## src/rtl/sim_io_bridge.sv

```systemverilog
// ============================================================================
// sim_io_bridge : harness-side reset stretcher, PS/2 key FIFO, pixel expander
// Rev 1.0
// ============================================================================
`default_nettype none

module sim_io_bridge #(
  parameter int BPP         = 1,
  parameter int MODE        = 0,
  parameter int KEY_DEPTH   = 8,
  parameter int RST_STRETCH = 16
) (
  input  logic                         clk,
  input  logic                         reset,
  input  logic                         ioctl_download,
  input  logic [10:0]                  ps2_key,
  output logic                         core_reset,
  output logic                         key_valid,
  output logic [9:0]                   key_data,
  input  logic                         key_ready,
  output logic [$clog2(KEY_DEPTH):0]   key_count,
  output logic                         key_overflow,
  input  logic                         ce_pix,
  input  logic [BPP-1:0]               pix_in,
  input  logic                         hs_in,
  input  logic                         vs_in,
  input  logic                         hb_in,
  input  logic                         vb_in,
  output logic [7:0]                   VGA_R,
  output logic [7:0]                   VGA_G,
  output logic [7:0]                   VGA_B,
  output logic                         VGA_HS,
  output logic                         VGA_VS,
  output logic                         VGA_HB,
  output logic                         VGA_VB
);

  localparam int AW = $clog2(KEY_DEPTH);
  localparam int CW = AW + 1;
  localparam int SW = $clog2(RST_STRETCH + 1);
  localparam logic [CW-1:0] C_FULL_CNT     = CW'(KEY_DEPTH);
  localparam logic [SW-1:0] C_STRETCH_LOAD = SW'(RST_STRETCH);

  if (BPP < 1 || BPP > 4) begin : g_bad_bpp
    $error("sim_io_bridge: BPP must be 1..4");
  end
  if (MODE != 0 && !(MODE == 1 && BPP >= 3)) begin : g_bad_mode
    $error("sim_io_bridge: MODE must be 0, or 1 with BPP>=3");
  end
  if (KEY_DEPTH < 2 || (KEY_DEPTH & (KEY_DEPTH - 1)) != 0) begin : g_bad_depth
    $error("sim_io_bridge: KEY_DEPTH must be a power of 2 >= 2");
  end
  if (RST_STRETCH < 1) begin : g_bad_stretch
    $error("sim_io_bridge: RST_STRETCH must be >= 1");
  end

  // ---------------- reset stretch ----------------
  logic [SW-1:0] stretch_q;

  always_ff @(posedge clk or posedge reset) begin
    if (reset)                   stretch_q <= C_STRETCH_LOAD;
    else if (ioctl_download)     stretch_q <= C_STRETCH_LOAD;
    else if (stretch_q != '0)    stretch_q <= stretch_q - 1'b1;
  end

  assign core_reset = ioctl_download | (stretch_q != '0);

  // ---------------- strobe sampler ----------------
  logic old_q, primed_q;

  always_ff @(posedge clk or posedge reset) begin
    if (reset) begin
      old_q    <= 1'b0;
      primed_q <= 1'b0;
    end else begin
      old_q    <= ps2_key[10];
      primed_q <= 1'b1;
    end
  end

  logic w_event;
  assign w_event = primed_q & (old_q ^ ps2_key[10]) & ~ioctl_download;

  // ---------------- key FIFO (first-word-fall-through) ----------------
  logic [9:0]    mem_q [KEY_DEPTH];
  logic [AW-1:0] wr_ptr_q, rd_ptr_q;
  logic [CW-1:0] count_q, count_d;
  logic          overflow_q;
  logic          w_full, w_pop, w_push, w_drop;

  assign w_full = (count_q == C_FULL_CNT);
  // An empty FIFO never pops, so push+pop on empty degenerates to push only.
  assign w_pop  = key_valid & key_ready;
  assign w_push = w_event & (~w_full | w_pop);
  assign w_drop = w_event & w_full & ~w_pop;

  always_comb begin
    count_d = count_q;
    case ({w_push, w_pop})
      2'b10:   count_d = count_q + 1'b1;
      2'b01:   count_d = count_q - 1'b1;
      default: count_d = count_q;
    endcase
  end

  always_ff @(posedge clk or posedge reset) begin
    if (reset) begin
      for (int i = 0; i < KEY_DEPTH; i++) mem_q[i] <= '0;
      wr_ptr_q   <= '0;
      rd_ptr_q   <= '0;
      count_q    <= '0;
      overflow_q <= 1'b0;
    end else if (ioctl_download) begin
      wr_ptr_q   <= '0;
      rd_ptr_q   <= '0;
      count_q    <= '0;
      overflow_q <= 1'b0;
    end else begin
      if (w_push) begin
        mem_q[wr_ptr_q] <= ps2_key[9:0];
        wr_ptr_q        <= wr_ptr_q + 1'b1;
      end
      if (w_pop) rd_ptr_q <= rd_ptr_q + 1'b1;
      count_q <= count_d;
      if (w_drop) overflow_q <= 1'b1;
    end
  end

  assign key_valid    = (count_q != '0);
  assign key_data     = mem_q[rd_ptr_q];
  assign key_count    = count_q;
  assign key_overflow = overflow_q;

  // ---------------- pixel expansion ----------------
  logic [7:0] w_r, w_g, w_b;

  if (MODE == 0) begin : g_grey
    logic [7:0] w_grey;
    for (genvar i = 0; i < 8; i++) begin : g_rep
      assign w_grey[7-i] = pix_in[BPP-1-(i % BPP)];
    end
    assign w_r = w_grey;
    assign w_g = w_grey;
    assign w_b = w_grey;
  end else if (BPP == 3) begin : g_rgb
    assign w_r = {8{pix_in[1]}};
    assign w_g = {8{pix_in[2]}};
    assign w_b = {8{pix_in[0]}};
  end else if (BPP == 4) begin : g_rgbi
    // bit3 is intensity: lifts off-level to 55 and on-level from AA to FF
    assign w_r = pix_in[1] ? (pix_in[3] ? 8'hFF : 8'hAA) : (pix_in[3] ? 8'h55 : 8'h00);
    assign w_g = pix_in[2] ? (pix_in[3] ? 8'hFF : 8'hAA) : (pix_in[3] ? 8'h55 : 8'h00);
    assign w_b = pix_in[0] ? (pix_in[3] ? 8'hFF : 8'hAA) : (pix_in[3] ? 8'h55 : 8'h00);
  end else begin : g_none
    assign w_r = 8'h00;
    assign w_g = 8'h00;
    assign w_b = 8'h00;
  end

  logic w_blank;
  assign w_blank = hb_in | vb_in;

  always_ff @(posedge clk or posedge reset) begin
    if (reset) begin
      VGA_R  <= 8'h00;
      VGA_G  <= 8'h00;
      VGA_B  <= 8'h00;
      VGA_HS <= 1'b0;
      VGA_VS <= 1'b0;
      VGA_HB <= 1'b0;
      VGA_VB <= 1'b0;
    end else if (ce_pix) begin
      VGA_R  <= w_blank ? 8'h00 : w_r;
      VGA_G  <= w_blank ? 8'h00 : w_g;
      VGA_B  <= w_blank ? 8'h00 : w_b;
      VGA_HS <= hs_in;
      VGA_VS <= vs_in;
      VGA_HB <= hb_in;
      VGA_VB <= vb_in;
    end
  end

endmodule

`default_nettype wire

```

## config.mk

```make
export PLATFORM = sky130hd
export DESIGN_NAME = sim_io_bridge
export DESIGN_NICKNAME = d
export VERILOG_FILES = /design/src/rtl/sim_io_bridge.sv
export SDC_FILE = /design/constraint.sdc
export NUM_CORES = 1
export LEC_CHECK = 0
export BUFFER_PORTS_ARGS = -buffer_cell sky130_fd_sc_hd__buf_2
export CORE_ASPECT_RATIO = 1.25
export CORE_UTILIZATION = 52
export CTS_BUF_LIST = sky130_fd_sc_hd__clkbuf_16
export DETAILED_ROUTE_END_ITERATION = 10
export PLACE_DENSITY = 0.79
export SLEW_MARGIN = 0
export SYNTH_ARGS = -nofsm -noshare
export SYNTH_HDL_FRONTEND = slang
export SYNTH_SLANG_ARGS = --single-unit
```

## constraint.sdc

```tcl
create_clock -name clk -period 3.04 [get_ports clk]
set_input_delay 0.152 -clock clk [delete_from_list [all_inputs] [get_ports clk]]
set_output_delay 0.152 -clock clk [all_outputs]
set_load 0.02 [all_outputs]
```

## Word-level counts from Yosys, hierarchy flattened

Cells that the tools add are included.

| word-level totals | value |
|---|---|
| bits in registers | 110 |
| bits of input ports | 21 |
| output and inout bits | 45 |
| logic and storage cells | 72 |

| cells by class | value |
|---|---|
| $add $sub $neg | 5 |
| magnitude comparators | 3 |
| equality and inequality tests | 3 |
| multiplexer cells | 17 |
| bitwise gates (word level) | 15 |
| reductions and logical operators | 9 |

Operator list:

| cell | number |
|---|---|
| 80-bit bitwise mux | 1 |
| 10-bit binary-select mux with 3-bit select | 1 |
| 10-bit demux with 3-bit select | 1 |
| 10-bit 2-to-1 mux | 3 |
| 3-bit 2-to-1 mux | 4 |
| 5-bit 2-to-1 mux | 2 |
| 4-bit greater-or-equal comparator (second input constant) | 2 |
| 8-bit 2-to-1 mux | 1 |
| 3-bit inverter with 4-bit output | 2 |
| 4-bit one-hot mux with 2 select lines | 1 |
| 2-bit nonzero test | 4 |
| 3-bit by 1-bit adder with 3-bit output (second input constant) | 2 |
| 1-bit AND | 6 |
| 5-bit nonzero test | 1 |
| 5-bit by 1-bit subtractor with 5-bit output (second input constant) | 1 |
| 4-bit by 1-bit adder with 4-bit output (second input constant) | 1 |
| 4-bit equality test (second input constant) | 1 |
| 4-bit by 1-bit < comparator with 1-bit output (second input constant) | 1 |
| 4-bit 2-to-1 mux | 1 |
| 4-bit nonzero test | 1 |
| 4-bit by 1-bit subtractor with 4-bit output (second input constant) | 1 |
| 1-bit inverter | 3 |
| 1-bit OR | 3 |
| 3-bit nonzero test | 1 |
| other kinds (6) | 7 |

## Longest topological paths before layout

| depth | value |
|---|---|
| word-level depth | 7 |
| depth in mapped cells | 10 |
| gate-level depth less buffers | 9 |

## Worst setup path before layout

No wires, ideal clock.

| path | value |
|---|---|
| kind | register -> register |
| start | register count_q[1] (netlist: key_count[1]) |
| end | register count_q[3] (netlist: key_count[3]) |
| library setup time | 0.132 ns |
| data arrival time | 2.256 ns |
| required time | 2.908 ns |
| setup slack | 0.652 ns |
| cell stages (with the launch flop) | 10 |
| path buffers | 1 |
| period minus slack after synthesis | 2.388 ns |
| cells stage by stage | dfrtp_1 buf_6 o41ai_4 a21oi_1 ha_1 inv_1 a211oi_1 nor4b_1 o21ai_0 nor3b_1 |

| on the way | value |
|---|---|
| cells in the longest elaborated chain, start to end | 7 |
| elaborated cells between the ends (all ways) | 13 |
| classes of those cells | add/sub: 2; eq/ne: 3; mux: 2; bitwise: 4; reduce/logical: 2 |

RTL lines:

| item | line | text |
|---|---|---|
| start: declaration | 87 | `logic [CW-1:0] count_q, count_d;` |
| start signal: assignment | 124 | `count_q <= count_d;` |
| 4-bit nonzero test or 4-bit equality test (tied branches) | 129, 91 |  |
| 1-bit AND or 1-bit inverter (tied branches) | 93, 94 |  |
| 1-bit OR | 94 | `assign w_push = w_event & (~w_full \| w_pop);` |
| 1-bit AND | 94 |  |
| 2-bit by 1-bit equality test with 1-bit output or 2-bit equality test (tied branches) | 99 | `case ({w_push, w_pop})` |
| 4-bit one-hot mux with 2 select lines | 99 |  |
| 4-bit 2-to-1 mux | 113 | `end else if (ioctl_download) begin` |

Several ways; a longest one is shown, not always the timed one.
A chain may end at the register's enable or synchronous reset.

## Worst setup path in the final report

Ends and elaborated chain as after synthesis.

==> results.cfg <==
[floorplanning]
chipWidth_um = 89.9
die_area_sq_um = 10100
fp.dieH_um = 112
start_util = 0.542
rows = 39
boundaryPins = 66
core_region_area_sq_um = 9270

[synthesis]
synth-async-reset-ratio = 1.00
ys_seq_area_frac = 0.513
syn_area_per_cell_sq_um = 14.4
synth_ff_type = dfrtp_1
syn_nets = 375
ys_top_cells_by_area = dfrtp_1 (51%), mux2_2 (19%), mux4_2 (9.0%)
synth_top_area_frac = 0.508
synth_edf_count = 0
ys_ff_latch = 103
synth_top_area_cell = dfrtp_1
yosysUniqueCellTypes = 40
synth_cells = 348
synth-warning-count = 0
synth_area_sq_um = 5020

[sta]
skew_ns = 0.0113
fmax_ghz = 0.393
timing.final.crit_share = 0.836
worst_pin_slew_ns = 0.672
setup_viol = 0
slew_viol_final = 0
rsz0062_at_grt = no
finalHoldViolCount = 0
tns_ns = 0
min_period_ns = 2.54
relSlewSlack = 0.552
timing.final.ws_setup_ns = 0.498

[finish]
drive_gt1_frac = 0.530
fillers = 708
nets = 426
postLayoutCoreUtil = 0.606
syn2layout_area_growth_pct = 11.9
diodes = 0
fin_cells = 527

[grt]
overflow = 0
antenna_found_initial = 0
grt_pass1_vias = 3095
grt_max_degree = 50
grt_usage = 0.210
grt_pass1_wl_um = 16000

[placed_design]
portBuffers = 65
dp_cells = 509
gp_congestion = 0.814
dp_worst_setup_slack_ns = 0.508
hpwl_um = 6250

[job]
max_cap_violations = 0

[drt]
vias = 2945
drt-total-wl_um = 9720
antenna_left = 0
drc_errors = 0
wl_per_cell_um = 18.4
first_iter_violations = 103
via_per_inst = 5.59
drtPass1Iterations = 5

[power]
switching_power_mw = 1.32
pwr-share-comb = 0.299
swShare = 0.327
power_frac_clock = 0.269
powerDensity_nw_per_um2 = 722
power.internal_mw = 2.73
power_leakage_nw = 2.74
pwr-share-seq = 0.433
peakVddDrop_v = 0.000413
p_total_mw = 4.06

[clock_tree]
clock-sinks = 103
clk_pin_slew_ns = 0.07
cts_tree = yes
cts_buffers = 9
post_cts_buffers = 0
ctsHoldBuffers = 2
cts_resized = 0
clock_latency_ns = 0.35
root_buffer = clkbuf_16
clockBufferDepth = 2
cts_max_level = 3

[status]
status = completed

[hold_path]
hold_class = in -> reg
hp-start = vs_in
holdPathEnd = VGA_VS
whs_path_depth = 2

[setup_path]
cp.required_ns = 3.26
r2r-end = key_count[3]
critPathLaunchType = register
setup.worst_path.class = reg -> reg
r2r_setup_slack_ns = 0.50
cp_max_fo = 10
critPathCaptureType = register
critPathArrivalTime_ns = 2.76
worstReg2RegStart = key_count[1]
rr_worst_depth = 8
==> registers in the layout, indices dropped and copies added (netlist names) <==
register      cells
stretch_q         5
primed_q          1
VGA_HS            1
VGA_VB            1
wr_ptr_q          3
VGA_VS            1
key_overflow      1
key_count         4
VGA_HB            1
old_q             1
rd_ptr_q          3
mem_q            80
VGA_B             1
==> final cells by class <==
class,instances,area [sq um],area share
clock buffer,9,225,0.0401
clock inverter,7,55.1,0.00980
inverter,8,32.5,0.00579
multi-input combinational,200,2150,0.383
sequential,103,2580,0.459
tap,123,154,0.0274
timing repair buffer,77,420,0.0748
==> placed cells by master, fill, tap and decap left out, types with 3 or more instances in the layout <==
cell type,n
mux4_2,20
mux2_4,10
buf_2,65
nor3b_1,5
nor3_1,4
mux2_2,86
mux2i_1,4
a21oi_1,6
ha_1,6
nor2_1,14
dfrtp_1,102
xor2_1,4
buf_4,10
clkbuf_16,9
nand3b_1,3
inv_1,7
or3_1,3
nand2_1,6
o21ai_0,6
==> stage by stage <==
stage / cell area (sq um) / hold WS, ns
floorplan: 5020 / 0.183
finish: 5620 / 0.0419
CTS: 5620 / 0.0374
global placement: 5320 / 0.268
global route: 5620 / 0.0470
detailed placement: 5320 / 0.282
==> power by group through the flow <==
stage	Clock (mW)	Combinational [mW]	Sequential, mW
after floorplan	0	0.935	1.75
after global placement	0	1.17	1.76
after detailed placement	0	1.21	1.78
after CTS	1.11	1.23	1.75
after global routing	1.16	1.33	1.79
final	1.09	1.21	1.75
==> metal layers <==
| metal | up-vias | part of all wire | track usage |
|---|---|---|---|
| met5 | - | 0 | 0 |
| met4 | 0 | 0.027 | 0.106 |
| met3 | 19 | 0.031 | 0.0294 |
| met2 | 74 | 0.51 | 0.358 |
| met1 | 1510 | 0.43 | 0.263 |
| li1 | 1342 | - | - |
==> worst max-delay path: stages, from the launching register on <==
cell and delay, ns:
dfrtp_1 0.50, o41ai_4 0.60, a21oi_1 0.19, ha_1 0.34, inv_1 0.10, a211oi_1 0.06, nor4b_1 0.35, o21ai_0 0.13
nor3b_1 0.14
==> Yosys cell counts (5+ instances only) <==
library cell,instances
mux4_2,20
o21ai_0,6
nor3b_1,5
dfrtp_1,102
nor2_1,14
mux2_2,86
ha_1,6
a21oi_1,6
buf_4,25
inv_1,8
nand2_1,6
clkbuf_1,5
mux2_4,10
==> how the worst max path moves through the flow <==
stage,slack (ns),to,start
final,0.50,key_count[3],key_count[1]
after floorplan,0.19,VGA_B[6],reset
after global placement,0.62,key_count[3],key_count[1]
after global routing,0.24,key_count[3],key_count[1]
after CTS,0.46,key_data[3],rd_ptr_q[0]
after detailed placement,0.51,key_count[3],key_count[1]
==> logic make-up after synthesis <==
family	after synthesis	synth area share
multiplexers	120	0.320
flip-flops	103	0.513
AND/OR/NAND/NOR	47	0.0536
buffers and inverters	45	0.0575
AO/OA/AOI/OAI	20	0.0289
adder cells (fa/ha/maj)	6	0.0149
XOR/XNOR	6	0.0105
other	1	0.000747
No activity file was read; power rests on OpenSTA's default activity.
